$ cat config.mk
export PLATFORM = sky130hd
export DESIGN_NAME = neureka_tcdm_splitter_flat
export DESIGN_NICKNAME = d
export VERILOG_FILES = /design/src/rtl/neureka_tcdm_splitter_if.sv /design/src/rtl/neureka_tcdm_splitter.sv /design/src/flat_wrapper.sv
export SDC_FILE = /design/constraint.sdc
export NUM_CORES = 1
export LEC_CHECK = 0
export CELL_PAD_IN_SITES_DETAIL_PLACEMENT = 1
export CELL_PAD_IN_SITES_GLOBAL_PLACEMENT = 1
export CORE_AREA = 5 5 615 617
export DETAILED_ROUTE_END_ITERATION = 7
export DIE_AREA = 0 0 620 622
export PLACE_DENSITY_LB_ADDON = 0.1
export SYNTH_ARGS = -nofsm -noshare
export SYNTH_HDL_FRONTEND = slang
export SYNTH_SLANG_ARGS = --single-unit
$ cat constraint.sdc
create_clock -name clk_i -period 4.2 [get_ports clk_i]
set_input_delay 0.84 -clock clk_i [delete_from_list [all_inputs] [get_ports clk_i]]
set_output_delay 0.84 -clock clk_i [all_outputs]
set_load 0.005 [all_outputs]
$ cat src/rtl/neureka_tcdm_splitter_if.sv
// Wide HCI-style initiator bus and MP narrow 32-bit TCDM ports of the splitter.
// One instance carries both sides; the modports select the view.
interface neureka_tcdm_splitter_if #(
  parameter int unsigned BW = 288,
  parameter int unsigned MP = BW / 32
);
  logic                 wide_req;
  logic                 wide_gnt;
  logic [31:0]          wide_add;
  logic                 wide_wen;
  logic [BW/8-1:0]      wide_be;
  logic [BW-1:0]        wide_data;
  logic [BW-1:0]        wide_r_data;
  logic                 wide_r_valid;

  logic [MP-1:0]        tcdm_req;
  logic [MP-1:0]        tcdm_gnt;
  logic [MP-1:0][31:0]  tcdm_add;
  logic [MP-1:0]        tcdm_wen;
  logic [MP-1:0][3:0]   tcdm_be;
  logic [MP-1:0][31:0]  tcdm_data;
  logic [MP-1:0][31:0]  tcdm_r_data;
  logic [MP-1:0]        tcdm_r_valid;

  modport wide_master (
    output wide_req, wide_add, wide_wen, wide_be, wide_data,
    input  wide_gnt, wide_r_data, wide_r_valid
  );
  modport wide_slave (
    input  wide_req, wide_add, wide_wen, wide_be, wide_data,
    output wide_gnt, wide_r_data, wide_r_valid
  );
  modport tcdm_master (
    output tcdm_req, tcdm_add, tcdm_wen, tcdm_be, tcdm_data,
    input  tcdm_gnt, tcdm_r_data, tcdm_r_valid
  );
  modport tcdm_slave (
    input  tcdm_req, tcdm_add, tcdm_wen, tcdm_be, tcdm_data,
    output tcdm_gnt, tcdm_r_data, tcdm_r_valid
  );
endinterface

$ cat src/rtl/neureka_tcdm_splitter.sv
// Splits one wide TCDM request into MP independently granted 32-bit requests and
// realigns the per-lane read responses through small fall-through FIFOs.
module neureka_tcdm_splitter #(
  parameter int unsigned BW         = 288,
  parameter int unsigned MP         = BW / 32,
  parameter int unsigned DEPTH      = 2,
  parameter bit          SKIP_EMPTY = 1'b1
) (
  input  logic                               clk_i,
  input  logic                               rst_ni,
  input  logic                               clear_i,
  neureka_tcdm_splitter_if.wide_slave        wide,
  neureka_tcdm_splitter_if.tcdm_master       tcdm,
  output logic                               busy_o
);
  localparam int unsigned PW = (DEPTH > 1) ? $clog2(DEPTH) : 1;
  localparam int unsigned CW = $clog2(DEPTH + 2);

  function automatic logic [PW-1:0] ptr_inc(input logic [PW-1:0] p);
    return (p == PW'(DEPTH - 1)) ? PW'(0) : p + PW'(1);
  endfunction

  logic                       live_s;
  logic                       stall_s;
  logic                       gnt_s;
  logic                       rvalid_s;
  logic [MP-1:0]              active_s;
  logic [MP-1:0]              req_s;
  logic [MP-1:0]              fire_s;
  logic [MP-1:0]              accept_s;
  logic [MP-1:0]              nonempty_s;
  logic [MP-1:0]              avail_s;
  logic [MP-1:0]              push_s;
  logic [MP-1:0]              pop_s;
  logic [MP-1:0]              full_s;
  logic [MP-1:0][31:0]        head_s;
  logic [BW-1:0]              head_flat_s;

  logic [MP-1:0]              granted_r;
  logic [CW-1:0]              outstanding_r;
  logic [MP-1:0][CW-1:0]      pend_r;
  logic [MP-1:0][CW-1:0]      cnt_r;
  logic [MP-1:0][PW-1:0]      wr_ptr_r;
  logic [MP-1:0][PW-1:0]      rd_ptr_r;
  logic [MP-1:0][DEPTH-1:0][31:0] mem_r;

  // Reset or clear silences every request-side output in the same cycle.
  assign live_s  = rst_ni & ~clear_i;
  assign stall_s = wide.wide_wen & (outstanding_r == CW'(DEPTH));
  assign req_s   = {MP{live_s & wide.wide_req & ~stall_s}} & active_s & ~granted_r;
  assign gnt_s   = live_s & wide.wide_req & ~stall_s & (&(granted_r | tcdm.tcdm_gnt | ~active_s));
  assign fire_s  = req_s & tcdm.tcdm_gnt;

  // Lane activity, lane mapping and per-lane response availability.
  always_comb begin
    head_flat_s = '0;
    for (int i = 0; i < MP; i++) begin
      if (wide.wide_wen) begin
        active_s[i] = 1'b1;
      end else if (SKIP_EMPTY) begin
        active_s[i] = |wide.wide_be[4*i +: 4];
      end else begin
        active_s[i] = 1'b1;
      end
      tcdm.tcdm_add[i]  = wide.wide_add + 32'(4 * i);
      tcdm.tcdm_be[i]   = wide.wide_be[4*i +: 4];
      tcdm.tcdm_data[i] = wide.wide_data[32*i +: 32];
      tcdm.tcdm_wen[i]  = wide.wide_wen;
      // A response only counts if this lane still owes one; stale ones vanish.
      accept_s[i]   = live_s & tcdm.tcdm_r_valid[i] & (pend_r[i] != CW'(0));
      nonempty_s[i] = (cnt_r[i] != CW'(0));
      full_s[i]     = (cnt_r[i] == CW'(DEPTH));
      avail_s[i]    = nonempty_s[i] | accept_s[i];
      if (nonempty_s[i]) begin
        head_s[i] = mem_r[i][rd_ptr_r[i]];
      end else begin
        head_s[i] = tcdm.tcdm_r_data[i];
      end
      head_flat_s[32*i +: 32] = head_s[i];
    end
  end

  assign rvalid_s = live_s & (&avail_s);
  assign pop_s    = {MP{rvalid_s}} & nonempty_s;
  assign push_s   = accept_s & ~({MP{rvalid_s}} & ~nonempty_s);

  assign wide.wide_gnt     = gnt_s;
  assign wide.wide_r_valid = rvalid_s;
  assign wide.wide_r_data  = rvalid_s ? head_flat_s : '0;
  assign tcdm.tcdm_req     = req_s;
  assign busy_o = live_s & (wide.wide_req | (|granted_r) | (outstanding_r != CW'(0)));

  // Lanes already granted for the open wide request; a wide grant retires them.
  always_ff @(posedge clk_i or negedge rst_ni) begin
    if (!rst_ni) begin
      granted_r <= '0;
    end else if (clear_i || gnt_s) begin
      granted_r <= '0;
    end else begin
      granted_r <= granted_r | fire_s;
    end
  end

  // Wide reads accepted but not yet delivered.
  always_ff @(posedge clk_i or negedge rst_ni) begin
    if (!rst_ni) begin
      outstanding_r <= '0;
    end else if (clear_i) begin
      outstanding_r <= '0;
    end else if ((gnt_s & wide.wide_wen) && !rvalid_s) begin
      outstanding_r <= outstanding_r + CW'(1);
    end else if (rvalid_s && !(gnt_s & wide.wide_wen)) begin
      outstanding_r <= outstanding_r - CW'(1);
    end
  end

  // Per-lane FIFO pointers/occupancy and count of narrow reads still owed.
  always_ff @(posedge clk_i or negedge rst_ni) begin
    if (!rst_ni) begin
      wr_ptr_r <= '0;
      rd_ptr_r <= '0;
      cnt_r    <= '0;
      pend_r   <= '0;
    end else if (clear_i) begin
      wr_ptr_r <= '0;
      rd_ptr_r <= '0;
      cnt_r    <= '0;
      pend_r   <= '0;
    end else begin
      for (int i = 0; i < MP; i++) begin
        if (push_s[i]) wr_ptr_r[i] <= ptr_inc(wr_ptr_r[i]);
        if (pop_s[i])  rd_ptr_r[i] <= ptr_inc(rd_ptr_r[i]);
        if (push_s[i] && !pop_s[i]) begin
          cnt_r[i] <= cnt_r[i] + CW'(1);
        end else if (pop_s[i] && !push_s[i]) begin
          cnt_r[i] <= cnt_r[i] - CW'(1);
        end
        if ((fire_s[i] & wide.wide_wen) && !accept_s[i]) begin
          pend_r[i] <= pend_r[i] + CW'(1);
        end else if (accept_s[i] && !(fire_s[i] & wide.wide_wen)) begin
          pend_r[i] <= pend_r[i] - CW'(1);
        end
      end
    end
  end

  // FIFO storage; contents are don't-care while the occupancy is zero.
  always_ff @(posedge clk_i) begin
    for (int i = 0; i < MP; i++) begin
      if (push_s[i]) mem_r[i][wr_ptr_r[i]] <= tcdm.tcdm_r_data[i];
    end
  end

  neureka_tcdm_splitter_chk #(.MP(MP)) u_chk (
    .clk_i  (clk_i),
    .rst_ni (rst_ni),
    .push   (accept_s),
    .pop    (pop_s),
    .full   (full_s)
  );
endmodule

// Protocol checker: a response must never land on a full lane FIFO that is not draining.
module neureka_tcdm_splitter_chk #(
  parameter int unsigned MP = 9
) (
  input logic          clk_i,
  input logic          rst_ni,
  input logic [MP-1:0] push,
  input logic [MP-1:0] pop,
  input logic [MP-1:0] full
);
  for (genvar i = 0; i < MP; i++) begin : g_ovf
    a_no_overflow: assert property (@(posedge clk_i) disable iff (!rst_ni)
      !(push[i] && full[i] && !pop[i]));
  end
endmodule

$ cat src/flat_wrapper.sv
// flat-port wrapper written by rule: the top's interface ports become plain ports
module neureka_tcdm_splitter_flat 
#(
  parameter int unsigned BW         = 288,
  parameter int unsigned MP         = BW / 32,
  parameter int unsigned DEPTH      = 2,
  parameter bit          SKIP_EMPTY = 1'b1
)
  (clk_i, rst_ni, clear_i, busy_o, wide_wide_req, wide_wide_add, wide_wide_wen, wide_wide_be, wide_wide_data, wide_wide_gnt, wide_wide_r_data, wide_wide_r_valid, tcdm_tcdm_req, tcdm_tcdm_add, tcdm_tcdm_wen, tcdm_tcdm_be, tcdm_tcdm_data, tcdm_tcdm_gnt, tcdm_tcdm_r_data, tcdm_tcdm_r_valid);
  neureka_tcdm_splitter_if #(.BW(BW), .MP(MP)) wide_i ();
  neureka_tcdm_splitter_if #(.BW(BW), .MP(MP)) tcdm_i ();
  input  logic clk_i;
  input  logic rst_ni;
  input  logic clear_i;
  output logic busy_o;
  input wire logic [$bits(wide_i.wide_req)-1:0] wide_wide_req;
  input wire logic [$bits(wide_i.wide_add)-1:0] wide_wide_add;
  input wire logic [$bits(wide_i.wide_wen)-1:0] wide_wide_wen;
  input wire logic [$bits(wide_i.wide_be)-1:0] wide_wide_be;
  input wire logic [$bits(wide_i.wide_data)-1:0] wide_wide_data;
  output wire logic [$bits(wide_i.wide_gnt)-1:0] wide_wide_gnt;
  output wire logic [$bits(wide_i.wide_r_data)-1:0] wide_wide_r_data;
  output wire logic [$bits(wide_i.wide_r_valid)-1:0] wide_wide_r_valid;
  output wire logic [$bits(tcdm_i.tcdm_req)-1:0] tcdm_tcdm_req;
  output wire logic [$bits(tcdm_i.tcdm_add)-1:0] tcdm_tcdm_add;
  output wire logic [$bits(tcdm_i.tcdm_wen)-1:0] tcdm_tcdm_wen;
  output wire logic [$bits(tcdm_i.tcdm_be)-1:0] tcdm_tcdm_be;
  output wire logic [$bits(tcdm_i.tcdm_data)-1:0] tcdm_tcdm_data;
  input wire logic [$bits(tcdm_i.tcdm_gnt)-1:0] tcdm_tcdm_gnt;
  input wire logic [$bits(tcdm_i.tcdm_r_data)-1:0] tcdm_tcdm_r_data;
  input wire logic [$bits(tcdm_i.tcdm_r_valid)-1:0] tcdm_tcdm_r_valid;
  assign wide_i.wide_req = wide_wide_req;
  assign wide_i.wide_add = wide_wide_add;
  assign wide_i.wide_wen = wide_wide_wen;
  assign wide_i.wide_be = wide_wide_be;
  assign wide_i.wide_data = wide_wide_data;
  assign wide_wide_gnt = wide_i.wide_gnt;
  assign wide_wide_r_data = wide_i.wide_r_data;
  assign wide_wide_r_valid = wide_i.wide_r_valid;
  assign tcdm_tcdm_req = tcdm_i.tcdm_req;
  assign tcdm_tcdm_add = tcdm_i.tcdm_add;
  assign tcdm_tcdm_wen = tcdm_i.tcdm_wen;
  assign tcdm_tcdm_be = tcdm_i.tcdm_be;
  assign tcdm_tcdm_data = tcdm_i.tcdm_data;
  assign tcdm_i.tcdm_gnt = tcdm_tcdm_gnt;
  assign tcdm_i.tcdm_r_data = tcdm_tcdm_r_data;
  assign tcdm_i.tcdm_r_valid = tcdm_tcdm_r_valid;
  neureka_tcdm_splitter #(.BW(BW), .MP(MP), .DEPTH(DEPTH), .SKIP_EMPTY(SKIP_EMPTY)) u_core (.clk_i(clk_i), .rst_ni(rst_ni), .clear_i(clear_i), .wide(wide_i), .tcdm(tcdm_i), .busy_o(busy_o));
endmodule
==> metrics.txt, run 1 <==
status=finished with violations; violated checks=setup timing; post-synth top area share=0.506; clock buffer depth=4; port bufs=991; Die H=622 um; RR Startpoint=u_core.cnt_r[9]; VDD IR max=0.278 mV; startpoint types=primary input; Synth area leader=edfxtp_1; Max Used Layer=met5; endpoints failing setup=9; WL met2=103000 um; Post-synth top flop=edfxtp_1; post-DR wirelength/cell=23.0 um; HP Class=primary input to asynchronous set/reset pin; Final period util=1.01; Crit Path Class=primary input to output pin; Rows=224; Worst path slowest cell=or4_4; vias post-DR=26600; first-pass GRT wire length=270000 um; Synth Register Bits=641; Nets=4542; total congestion overflow=0; Required @ worst endpoint=3.36 ns; CP max FO=11; Clock Root Buffer=clkbuf_16; DP HPWL=156000 um; Async S/R FF share, synth=0.101; Syn. warnings=0; largest net degree at the start of global routing=67; Mapped Cells=2959; gr usage total=0.102; Seq/Total Area, Yosys=0.553; clock buffer count from CTS=99; Final Hold Viols=0; critical path, cell by cell=buf_4, nand3b_1, o22ai_4, o2111ai_2, or4_4, buf_4, buf_12, buf_16, buf_16, a211oi_2, buf_4, clkdlybuf4s15_2; io pins=1588; initial detailed-routing violation count=1013; Tightest Pin Transition=1.15 ns; setup_tns=-0.0857 ns; Lkg Pwr=17.9 nW; Synth Area in Compound Gates=0.0810; Die X=620 um; RSZ-0062 raised after global routing=yes; drc violations=0; post-synthesis xor/xnor area fraction=0.0658; max-slew violations=0; Max Freq=0.237 GHz; number of synthesized flops with an enable pin=576; max_cap viols=0; post-synthesis mux area share=0.0870; DR WL met3=15500 um; dpl ws=-1.09 ns; Area growth syn-to-layout=60.2%; Filler cells=42400; clk sinks=641; Clock H-tree levels=3; WHS=0.108 ns; Starting Density=0.0921; vias per cell=2.97; Routability Congestion=0.713; Power Density=303 nW/um2; M1 wire length=79800 um; Cell variety after synth=53; largest family of logic cells by synthesized area=buffers and inverters; Max-Slew Margin vs Limit=0.230; largest cells by area after synthesis=edfxtp_1, buf_4, mux2i_1, a211oi_1, nor2_1; vias in the first global route=28300; synthesized area=34200 um2; PnR worst setup slack=-0.0266 ns; Routed Antenna Nets=0; Pre-antenna DRT Iters=4; layout cells sized above 1=0.294; worst setup path start=clear_i; Setup Skew=0.0889 ns; Tot Pwr=16.6 mW; core area=371000 um2; Mapped Nets=3636; Synth Area in Adders=0.00366; CTS tree=yes; Simple-Gate Fraction of Synth Area=0.0961; Clock Latency Late Sink=0.83 ns; die area=386000 um2; Mean Syn Cell Area=11.6 um2; CP most frequent cell=buf_4; clk slew on worst S/H paths=0.06 ns; Routed WL=205000 um; Worst Path Arrival=3.39 ns; Tmin final=4.23 ns; initial antenna violation count=75; peak per-stage delay on the critical path=0.52 ns; Setup crit end kind=output pin
-- worst paths after layout --
kind | endpoint | slack, ns | depth (start not counted)
max | wide_wide_r_data[282] | -0.03 | 12
min | u_core.cnt_r[9] | 0.11 | 2
max reg2reg | u_core.mem_r[52] | 0.66 | 12
min reg2reg | u_core.pend_r[3] | 0.54 | 2
max in group asynchronous | u_core.rd_ptr_r[4] | 3.38 | 4
min in group clk_i | u_core.rd_ptr_r[5] | 0.32 | 2
-- critical path: cells and delay by family --
| family | cells | cell delay [ns] |
|---|---|---|
| AOI/OAI and AO/OA | 3 | 0.53 |
| buffers and inverters | 7 | 1.18 |
| and+or+nand+nor | 2 | 0.79 |
-- logic make-up (layout without fill, tap and decap cells) --
logic type | after synthesis | after routing
flops | 641 | 641
simple gates | 762 | 762
compound gates | 379 | 379
xor+xnor | 257 | 257
buf+inv | 613 | 1595
fa+ha+maj | 10 | 10
other cells | 0 | 21
mux | 297 | 297
-- metrics by stage --
step | cells | instance area, um2 | util
6_report | 8934 | 54800 | 0.148
2_1_floorplan | 2959 | 34200 | -
3_3_place_gp | 8666 | 49900 | 0.134
4_1_cts | 8901 | 54400 | 0.147
5_1_grt | 8916 | 54700 | 0.147
3_5_place_dp | 8667 | 49900 | 0.134
-- report_power, final --
part	internal (mW)	switching (mW)
Sequential	6.97	0.0104
Clock	4.63	3.31
Combinational	0.860	0.820
-- layer usage --
layer  vias up  global-route usage
li1      12000                   -
met1     13200               0.114
met2       853               0.180
met3       409              0.0353
met4        46              0.0293
met5         -             0.00275
-- placed cells by master (no fill, tap or decap), types with 81 or more instances in the layout --
cell             synthesis  layout
clkbuf_16                0     101
nand2_1                153     145
buf_2                   45     141
buf_4                  399     342
clkdlybuf4s50_1          0     633
mux2i_1                297     297
nor2_1                 437     403
xnor2_1                186     185
clkbuf_2                 0      81
a211oi_2                 0     191
edfxtp_1               576     576
-- synthesized netlist by cell type, drive strengths merged (21+ instances only) --
master / instances
nand3: 29
xnor2: 186
dfrtp: 65
edfxtp: 576
nor3: 30
a21oi: 23
xor2: 71
buf: 455
clkbuf: 136
o21ai: 21
and2: 21
nor2: 437
a211oi: 308
inv: 22
mux2i: 297
nand2: 153
-- final cells by class --
| cell class | instances | area (um2) | share of cell area |
|---|---|---|---|
| inverters | 22 | 83.8 | 0.00153 |
| diodes | 21 | 52.6 | 0.000959 |
| flip-flops and latches | 641 | 18900 | 0.346 |
| clock inverters | 49 | 420 | 0.00767 |
| repair buffers | 1396 | 13200 | 0.240 |
| well taps | 4972 | 6220 | 0.114 |
| multi-input cells | 1705 | 13300 | 0.243 |
| clock buffers | 128 | 2590 | 0.0472 |
-- sequential cells by signal, summed over array words and instances, names as in the netlist --
register and cells:
u_core.mem_r 576, u_core.cnt_r 18, u_core.pend_r 18, u_core.granted_r 9
u_core.rd_ptr_r 9, u_core.wr_ptr_r 9, u_core.outstanding_r 2
-- repair_timing --
action,4_1_cts,5_1_grt
pin swaps,26,23
setup buffers,45,12
setup endpoints to repair,458,304
gates cloned,16,2
hold endpoints to repair,6,0
resized for setup,1074,537
hold buffers,1,0
(Power assumes the default switching activity.)
==> inputs of run 2 (changes only) <==
--- a/config.mk
+++ b/config.mk
@@ -13,4 +13,6 @@
 export PLACE_DENSITY_LB_ADDON = 0.1
 export SYNTH_ARGS = -nofsm -noshare
 export SYNTH_HDL_FRONTEND = slang
+export SYNTH_HIERARCHICAL = 1
 export SYNTH_SLANG_ARGS = --single-unit
+export TNS_END_PERCENT = 30
==> metrics.txt, run 2 <==
Syn. warnings=6 (was 0); vias in the first global route=28800 (was 28300); Synth area leader=edfxtp_1 (unchanged); Power Density=297 nW/um2 (was 303 nW/um2); R2R Setup Slk=0.89 ns (was 0.66 ns); Lkg Pwr=18.5 nW (was 17.9 nW); Rows=224 (unchanged); Hold EP=u_core/pend_r[1]; combinational fraction of design power=0.104 (was 0.101); port bufs=991 (unchanged); Final period util=1.01 (about the same); Filler cells=42400 (about the same); largest net degree at the start of global routing=67 (unchanged); RR Startpoint=u_core/pend_r[12] (was u_core.cnt_r[9]); core area=371000 um2 (unchanged); most frequent cells in the layout=clkdlybuf4s50_1, edfxtp_1, nor2_1, buf_4, mux2i_1 (unchanged); DP HPWL=178000 um (was 156000 um); min-delay src=u_core/pend_r[1]; Routability Congestion=0.718 (was 0.713); Mapped Cells=2963 (was 2959); clock buffer count from CTS=94 (was 99); vias per cell=3.01 (was 2.97); Synth Register Bits=641 (unchanged); top cells by count, synth=edfxtp_1, nor2_1, buf_4 (unchanged); peak per-stage delay on the critical path=0.58 ns (was 0.52 ns); Tmin final=4.24 ns (was 4.23 ns); drc violations=0 (unchanged); number of synthesized flops with an enable pin=576 (unchanged); Clk network pwr share=0.470 (was 0.478); status=finished with violations (unchanged); total congestion overflow=0 (unchanged); Clock H-tree levels=3 (unchanged); Max Freq=0.236 GHz (was 0.237 GHz); critical path, cell by cell=buf_4, nand2b_4, buf_4, a21oi_2, o21ai_1, or4_4, buf_8, buf_12, buf_12, buf_16, buf_6, buf_6, a211oi_2, buf_2 (was buf_4, nand3b_1, o22ai_4, o2111ai_2, or4_4, buf_4, buf_12, buf_16, buf_16, a211oi_2, buf_4, clkdlybuf4s15_2); Sequential Power Share=0.426 (was 0.420); Clock Root Buffer=clkbuf_16 (unchanged); Max-Slew Margin vs Limit=0.362 (was 0.230); Mean Syn Cell Area=11.5 um2 (was 11.6 um2); Routed WL=224000 um (was 205000 um); Die H=622 um (unchanged); internal power=12.4 mW (was 12.5 mW); HP Class=flip-flop to flip-flop (was primary input to asynchronous set/reset pin); startpoint types=primary input (unchanged); CP max FO=8 (was 11); Starting Density=0.0921 (about the same); io pins=1588 (unchanged); clock buffer depth=4 (unchanged); Pre-antenna DRT Iters=4 (unchanged); violated checks=setup timing (unchanged); initial antenna violation count=78 (was 75); post-synth top area share=0.506 (about the same); Setup crit end kind=output pin (unchanged); FF-to-FF path depth=11 (was 12); layout cells sized above 1=0.279 (was 0.294); Sw Ratio=0.243 (was 0.249); PnR worst setup slack=-0.0447 ns (was -0.0266 ns); worst path buffer plus inverter count=9 (was 7); vias post-DR=26900 (was 26600); VDD IR max=0.247 mV (was 0.278 mV); die area=386000 um2 (unchanged); post-DR wirelength/cell=25.0 um (was 23.0 um); Area growth syn-to-layout=61.3% (was 60.2%); Setup Skew=0.106 ns (was 0.0889 ns); most common cell in the netlist=edfxtp_1 (unchanged); largest cells by area after synthesis=edfxtp_1, mux2i_1, buf_4, a211oi_1, nor2_1 (was edfxtp_1, buf_4, mux2i_1, a211oi_1, nor2_1); RSZ-0062 raised after global routing=yes (unchanged); commonest non-fill, non-tap cell in the layout=clkdlybuf4s50_1 (unchanged); Net Sw Power=3.99 mW (was 4.14 mW); Crit path depth=14 (was 12); synthesized area=34200 um2 (about the same); Final Hold Viols=0 (unchanged); gr usage total=0.111 (was 0.102); Required @ worst endpoint=3.36 ns (about the same); Routed Antenna Nets=0 (unchanged); max FFs per register=576 (unchanged); Cell variety after synth=50 (was 53); Seq/Total Area, Yosys=0.553 (about the same); Nets=4578 (was 4542); clk sinks=641 (unchanged); Reg-to-Reg End=u_core/mem_r[530] (was u_core.mem_r[52]); Clock Latency Late Sink=0.84 ns (was 0.83 ns); first-pass GRT wire length=292000 um (was 270000 um); max_cap viols=0 (unchanged); Multi-input gate area=13100 um2 (was 13300 um2); FF/Latch Area=18900 um2 (about the same); endpoints failing setup=8 (was 9); setup_tns=-0.132 ns (was -0.0857 ns); Async S/R FF share, synth=0.101 (unchanged); CTS tree=yes (unchanged); initial detailed-routing violation count=1039 (was 1013); Mapped Nets=3640 (was 3636); Crit Path Class=primary input to output pin (unchanged); Die X=620 um (unchanged); Tightest Pin Transition=0.957 ns (was 1.15 ns); Worst path slowest cell=or4_4 (unchanged); clk slew on worst S/H paths=0.05 ns (was 0.06 ns); Worst Path Arrival=3.40 ns (was 3.39 ns); Final Core Density=0.148 (about the same); max-slew violations=0 (unchanged); count of cells along the worst hold path=2; family with the most delay on the worst path=buffers and inverters (unchanged); Post-synth top flop=edfxtp_1 (unchanged)
[run 2: changes by cell type after synthesis, sizes merged, moves of 5 or more]
| cell | before | now |
|---|---|---|
| a21oi | 23 | 18 |
| buf | 455 | 429 |
| clkbuf | 136 | 162 |
| nand2 | 153 | 132 |
| nand2b | 13 | 5 |
| nand3 | 29 | 39 |
| nor2b | 9 | 14 |
| o211a | 5 | 0 |
| o21ai | 21 | 31 |
[run 2: stage by stage]
stage	instances	setup WS (ns)	instance area [um2]	hold slack, ns	total power, mW
final	8955	-0.0447	55100	0.552	16.4
after global routing	8943	-0.164	55100	0.504	17.3
after CTS	8927	-0.220	54600	0.477	16.9
after detailed placement	8713	-1.27	50300	0.530	8.81
after global placement	8713	-1.28	50300	0.530	8.81
after floorplan	2963	0.564	34200	0.499	7.78
[run 2: layout make-up]
class | instances | share of cell area
Sequential cell | 641 | 0.343
Clock buffer | 114 | 0.0444
Clock inverter | 51 | 0.00824
Inverter | 23 | 0.00157
Timing Repair Buffer | 1433 | 0.251
Tap cell | 4972 | 0.113
Antenna cell | 13 | 0.000590
Multi-Input combinational cell | 1708 | 0.238
[run 2: logic make-up (layout without fill, tap and decap cells)]
group | count (synthesis) | count (layout) | share of synthesized area
XOR/XNOR | 257 | 257 | 0.0658
AO/OA/AOI/OAI | 380 | 380 | 0.0812
multiplexers | 299 | 299 | 0.0875
other | 0 | 13 | 0
adder cells (fa/ha/maj) | 10 | 10 | 0.00366
AND/OR/NAND/NOR | 762 | 762 | 0.0970
buffers and inverters | 614 | 1621 | 0.111
flip-flops | 641 | 641 | 0.553
[run 2: worst max path at each step]
stage | start | end | slack [ns]
floorplan | clear_i | u_core/mem_r[256] | 0.56
global placement | tcdm_tcdm_r_valid[7] | wide_wide_r_data[201] | -1.28
detailed placement | tcdm_tcdm_r_valid[7] | wide_wide_r_data[201] | -1.27
CTS | wide_wide_add[11] | tcdm_tcdm_add[250] | -0.22
global route | u_core/pend_r[8] | wide_wide_r_data[105] | -0.16
finish | clear_i | wide_wide_r_data[105] | -0.04
[run 2: metal layers]
metal,wire [um],vias to the layer above,GRT usage,part of all wire
met3,17500,440,0.0381,0.078
met1,85100,13400,0.123,0.38
li1,-,12100,-,-
met5,289,-,0.00137,0.0013
met2,113000,908,0.199,0.50
met4,8760,42,0.0373,0.039
[run 2: tightest hold or removal path, cell delays in order, from the launching register on]
cell	delay, ns
dfrtp_1	0.35
xnor2_1	0.12
nor2_1	0.04
[run 2: timing repair]
action / in CTS / in global routing
endpoints found under the setup margin: 451 / 403
setup buffers: 35 / 17
pin swaps: 27 / 30
cloned: 15 / 0
hold endpoints to repair: 3 / 0
gates resized for setup: 964 / 393
hold buffers: 1 / 0
[run 2: power by group through the flow]
stage	Clock, mW	Sequential, mW	Combinational [mW]
2_1_floorplan	0	7.11	0.671
3_3_place_gp	0	7.11	1.70
3_5_place_dp	0	7.11	1.70
4_1_cts	8.22	6.98	1.74
5_1_grt	8.46	6.98	1.83
6_report	7.70	6.98	1.71
==> inputs of run 3 (changes only) <==
--- a/config.mk
+++ b/config.mk
@@ -10,6 +10,7 @@
 export CORE_AREA = 5 5 615 617
 export DETAILED_ROUTE_END_ITERATION = 7
 export DIE_AREA = 0 0 620 622
+export HOLD_SLACK_MARGIN = 0.06
 export PLACE_DENSITY_LB_ADDON = 0.1
 export SYNTH_ARGS = -nofsm -noshare
 export SYNTH_HDL_FRONTEND = slang
==> results of run 3 <==
The final DEF is identical to that of run 2; final timing and power are the same.
